[config.mk]
export PLATFORM = sky130hd
export DESIGN_NAME = fsk_demod_framer
export DESIGN_NICKNAME = d
export VERILOG_FILES = /design/src/rtl/fsk_demod_framer.sv
export SDC_FILE = /design/constraint.sdc
export NUM_CORES = 1
export LEC_CHECK = 0
export ABC_CLOCK_PERIOD_IN_PS = 1730
export BUFFER_PORTS_ARGS = -buffer_cell sky130_fd_sc_hd__buf_2
export CORE_MARGIN = 8
export CORE_UTILIZATION = 35
export CTS_CLUSTER_DIAMETER = 120
export CTS_CLUSTER_SIZE = 28
export DETAILED_ROUTE_END_ITERATION = 12
export PLACE_DENSITY = 0.64
export SLEW_MARGIN = 25
export SYNTH_ARGS = -nofsm -noshare
export SYNTH_HDL_FRONTEND = slang
export SYNTH_SLANG_ARGS = --single-unit
[constraint.sdc]
create_clock -name clk -period 1.73 [get_ports clk]
set_input_delay 0.4325 -clock clk [delete_from_list [all_inputs] [get_ports clk]]
set_output_delay 0.4325 -clock clk [all_outputs]
set_load 0.01 [all_outputs]
[src/rtl/fsk_demod_framer.sv]
// fsk_demod_framer
//   Counts rising edges of an asynchronous FSK carrier over fixed bit periods,
//   decodes each period as 1 (count >= EDGE_THRESH) or 0, and assembles
//   FRAME_BITS decoded bits into a frame.
//
// Ports
//   clk          rising-edge clock for all logic
//   reset        asynchronous active-low reset
//   en           demodulation enable; low clears timing and frame assembly
//   bit_sync     restarts bit timing and discards the partial frame
//   fsk_signal   asynchronous FSK carrier input
//   frame_data   last completed frame, held between frames
//   frame_valid  one-cycle pulse in the cycle after a frame is loaded
//                (no ready: the consumer must take frame_data on this pulse
//                or before the next frame completes)
//   carrier_lost last completed bit period saw zero edges
//   bit_index    position of the bit currently being received
module fsk_demod_framer #(
   parameter int FRAME_BITS  = 14,
   parameter int BIT_CYCLES  = 64,
   parameter int CNT_W       = 8,
   parameter int EDGE_THRESH = 4,
   parameter int MSB_FIRST   = 1
) (
   input  logic                          clk,
   input  logic                          reset,
   input  logic                          en,
   input  logic                          bit_sync,
   input  logic                          fsk_signal,
   output logic [FRAME_BITS-1:0]         frame_data,
   output logic                          frame_valid,
   output logic                          carrier_lost,
   output logic [$clog2(FRAME_BITS)-1:0] bit_index
);

   localparam int IDX_W = $clog2(FRAME_BITS);
   localparam int TMR_W = $clog2(BIT_CYCLES);
   localparam logic [TMR_W-1:0] TMR_LAST = TMR_W'(BIT_CYCLES - 1);
   localparam logic [IDX_W-1:0] IDX_LAST = IDX_W'(FRAME_BITS - 1);
   localparam logic [CNT_W-1:0] THRESH   = CNT_W'(EDGE_THRESH);

   logic                  r_s1, r_s2, r_s3;
   logic [TMR_W-1:0]      r_timer;
   logic [CNT_W-1:0]      r_count;
   logic [FRAME_BITS-1:0] r_shift;
   logic [IDX_W-1:0]      r_idx;
   logic [FRAME_BITS-1:0] r_frame;
   logic                  r_valid;
   logic                  r_lost;

   logic                  w_strobe;
   logic                  w_bit_end;
   logic [CNT_W-1:0]      w_count_next;
   logic                  w_bit;
   logic [FRAME_BITS-1:0] w_shift_next;

   // s1/s2 resolve metastability; s3 delays s2 so a rising edge shows as s2 & ~s3
   assign w_strobe  = r_s2 & ~r_s3;
   assign w_bit_end = (r_timer == TMR_LAST);

   // Count including a strobe in this cycle, so a strobe on bit_end still
   // belongs to the ending bit. Saturates instead of wrapping.
   assign w_count_next = (w_strobe && !(&r_count)) ? r_count + 1'b1 : r_count;
   assign w_bit        = (w_count_next >= THRESH);

   if (MSB_FIRST != 0) begin : g_msb_first
      assign w_shift_next = {r_shift[FRAME_BITS-2:0], w_bit};
   end else begin : g_lsb_first
      assign w_shift_next = {w_bit, r_shift[FRAME_BITS-1:1]};
   end

   // Synchronizer runs regardless of en or bit_sync
   always_ff @(posedge clk or negedge reset) begin
      if (!reset) begin
         r_s1 <= 1'b0;
         r_s2 <= 1'b0;
         r_s3 <= 1'b0;
      end else begin
         r_s1 <= fsk_signal;
         r_s2 <= r_s1;
         r_s3 <= r_s2;
      end
   end

   always_ff @(posedge clk or negedge reset) begin
      if (!reset) begin
         r_timer <= '0;
         r_count <= '0;
         r_shift <= '0;
         r_idx   <= '0;
         r_frame <= '0;
         r_valid <= 1'b0;
         r_lost  <= 1'b0;
      end else if (!en || bit_sync) begin
         // Restart: drop the partial frame; a coincident bit_end is ignored.
         // frame_data and carrier_lost keep their last values.
         r_timer <= '0;
         r_count <= '0;
         r_shift <= '0;
         r_idx   <= '0;
         r_valid <= 1'b0;
      end else begin
         r_valid <= 1'b0;
         if (w_bit_end) begin
            r_timer <= '0;
            r_count <= '0;
            r_shift <= w_shift_next;
            r_lost  <= (w_count_next == '0);
            if (r_idx == IDX_LAST) begin
               r_idx   <= '0;
               r_frame <= w_shift_next;
               r_valid <= 1'b1;
            end else begin
               r_idx <= r_idx + 1'b1;
            end
         end else begin
            r_timer <= r_timer + 1'b1;
            r_count <= w_count_next;
         end
      end
   end

   assign frame_data   = r_frame;
   assign frame_valid  = r_valid;
   assign carrier_lost = r_lost;
   assign bit_index    = r_idx;

endmodule

==> results.tsv <==
stage	metric	value	unit
detailed_routing	Vias	1577	
power_and_ir_drop	Pwr per Cell Area	789	nW/µm²
timing	post-route minimum period	1.73	ns
placement	DP Area	2500	µm²
timing	fin crit share	100	%
yosys	top-area cell type share of the netlist area	57.1	%
finish	layout cells sized above 1	25.8	%
power_and_ir_drop	leakage power	1.28	nW
yosys	EDFF count, synth	0	
yosys	Distinct cells, synth	39	
setup_path	CP arrival	1.94	ns
yosys	mapped cell area	2190	µm²
setup_path	WS Path Type	register to register	
floorplan	num rows	29	
power_and_ir_drop	peak supply drop	405	µV
placement	port bufs	24	
finish	Multi-input gate area	898	µm²
status	failing checks	negative setup slack	
setup_path	slowest stage cell, crit path	dfrtp_1	
clock_tree	worst-skew pair later-pin latency	0.31	ns
detailed_routing	DR iter-0 viols	95	
timing	Worst slew margin	73.1	%
placement	RePlAce Congestion	0.818	
timing	Hold Vio Cnt, Final	0	
run	maxcap violations	0	
setup_path	Levels on crit path	6	
global_route	gr ovfl total	0	
yosys	Mapped Cells	202	
setup_path	crit-path max FO	4	
yosys	ys async rst share	100	%
timing	Slew Viols, Final	0	
clock_tree	CTS Buffer Depth	2	
global_route	initial antenna violation count	0	
timing	post-route setup slack	-0.00206	ns
timing	clk_skew	0.00908	ns
floorplan	Initial Util	35.3	%
timing	RSZ-0062 raised after global routing	yes	
status	status	finished, violations left	
setup_path	CP startpoint kind	register	
setup_path	crit-path cells	ha_2 > and4b_1 > a41o_1 > a21oi_2 > nand3_2 > mux2_2	
min_path	HP Class	input pin to async pin	
setup_path	required time of the worst setup path	1.94	ns
timing	worst-margin pin slew	0.403	ns
yosys	Ys Warns	0	
finish	# diodes	0	
global_route	first-pass GRT wire length	7630	µm
yosys	Seq/Total Area, Yosys	57.1	%
floorplan	DIE AREA	9050	µm²
yosys	top post-synthesis cells by area	dfrtp_1, nand2_1, mux2_1, a21oi_1, nor2_1	
detailed_routing	First-pass DRT Iterations	4	
detailed_routing	drt wl/cell	13.8	µm
clock_tree	htree depth	2	
clock_tree	clock-pin slew on the worst setup and hold paths	0.10	ns
setup_path	worst path buffer plus inverter count	0	
finish	synthesis-to-layout area growth	21.3	%
finish	FILL cells	594	
finish	Final Util	42.9	%
global_route	largest net degree at the start of global routing	51	
setup_path	Max stage delay on crit path	0.40	ns
detailed_routing	DRT Wirelength	4420	µm
floorplan	Ports	25	
global_route	total track usage	10.8	%
placement	DP HPWL	3100	µm
yosys	post-synth top area cell	dfrtp_1	
setup_path	reg2reg path depth	6	
finish	FF+latch area	1250	µm²
yosys	Synth Register Bits	50	
timing	fmax	0.577	GHz
setup_path	Worst Setup End Kind	register	
yosys	Mean Syn Cell Area	10.9	µm²
timing	final setup fails	1	
floorplan	Die H	95.1	µm
finish	Net count, final	252	
timing	Fin Setup TNS	-0.00206	ns
yosys	Synth Flop Type	dfrtp_1	
floorplan	core area	6200	µm²
yosys	Syn Nets	211	
setup_path	CP delay by family, top	compound AO/OA/AOI/OAI gates	
placement	Setup WS pre-CTS	0.0175	ns
finish	Finished Cell Area	2660	µm²
global_route	vias in the first global route	1582	
floorplan	Horiz. Die Dim	95.1	µm
detailed_routing	vias per cell	4.91	
clock_tree	clock sinks	50	
clock_tree	Root Driver	clkbuf_8	
detailed_routing	antenna viol nets, final	0	
detailed_routing	Post-route DRC	0	
clock_tree	CTS buffer count	5	
clock_tree	CTS tree	built	
==> worst register-to-register path, cell delays in order, from the launching register on <==
cell and delay [ns]:
dfrtp_1 0.40, ha_2 0.19, and4b_1 0.24, a41o_1 0.25, a21oi_2 0.16, nand3_2 0.12, mux2_2 0.28
==> where the power goes <==
group	switching, mW	leakage, nW	internal, mW
clock	0.408	0.0563	0.441
combinational	0.0484	0.535	0.0242
sequential	0.00402	0.689	1.17
==> Yosys cell counts (all sizes together) (3+ instances only) <==
cell    count
xnor2       4
o21ai       4
nor3        6
inv         4
and3        3
clkbuf      4
a21oi      18
buf         4
nor2       18
xor2        4
ha          4
mux2       14
dfrtp      50
nand3       7
nand2      35
==> cell families (layout without fill, tap and decap cells) <==
kind of cell	count (synthesis)	count (layout)	synth area share (%)
AOI/OAI and AO/OA	32	32	9.48
xor gates and xnor gates	8	8	3.20
adders and majority gates	4	4	2.28
buffers and inverters	12	54	2.68
DFF	50	50	57.1
muxes	16	16	8.11
and+or+nand+nor	80	80	17.2
==> registers in the layout, summed over array words and instances (netlist names) <==
signal	count
bit_index	4
carrier_lost	1
frame_data	14
frame_valid	1
r_count	8
r_s1	1
r_s2	1
r_s3	1
r_shift	13
r_timer	6
==> path summary, 6_finish.rpt <==
check | start | to | slack, ns
setup / recovery | r_count[0] | frame_data[0] | -0.002
hold / removal | reset | r_s1 | 0.09
setup reg to reg | r_count[0] | frame_data[0] | -0.002
hold reg to reg | r_s1 | r_s2 | 0.36
max in group asynchronous | reset | r_count[2] | 1.40
min in group clk | fsk_signal | r_s1 | 0.23
==> area by class of cell <==
type                    count  share of cell area, %
clock buffers               5                   2.59
clock inverters             3                   1.83
inverters                   4                  0.564
multi-input cells         140                   33.8
flip-flops and latches     50                   47.1
well taps                  77                   3.62
repair buffers             42                   10.5
==> metal layers <==
| layer | vias to the layer above | track usage (%) | share of wire (%) |
|---|---|---|---|
| li1 | 773 | - | - |
| met1 | 765 | 13.6 | 44 |
| met2 | 30 | 16.2 | 48 |
| met3 | 9 | 3.31 | 5.3 |
| met4 | 0 | 5.85 | 2.6 |
| met5 | - | 0 | 0 |
==> stage by stage <==
stage | hold slack (ns) | power (mW) | cells
after global routing | 0.0991 | 2.18 | 321
after floorplan | 0.137 | 1.23 | 202
final | 0.0902 | 2.10 | 321
after global placement | 0.335 | 1.28 | 311
after CTS | 0.0965 | 2.13 | 319
after detailed placement | 0.336 | 1.28 | 311
==> placed cells by master (no fill, tap or decap), drive strengths merged, types with 3 or more instances in the layout <==
master,netlist,final
nand2,35,35
nand3,7,7
a21oi,18,18
clkbuf,4,5
dfrtp,50,50
inv,4,5
xnor2,4,4
buf,4,42
xor2,4,4
and3,3,3
o21ai,4,4
ha,4,4
mux2,14,14
nor3,6,6
nor2,18,18
==> what timing repair did <==
item | in CTS | in global routing
pin swaps | 1 | 2
resized for setup | 2 | 2
gates cloned | 0 | 0
buffers inserted | 0 | 2
hold buffers | 0 | 0
endpoints found under the setup margin | 1 | 4
No activity file was read; power rests on OpenSTA's default activity.
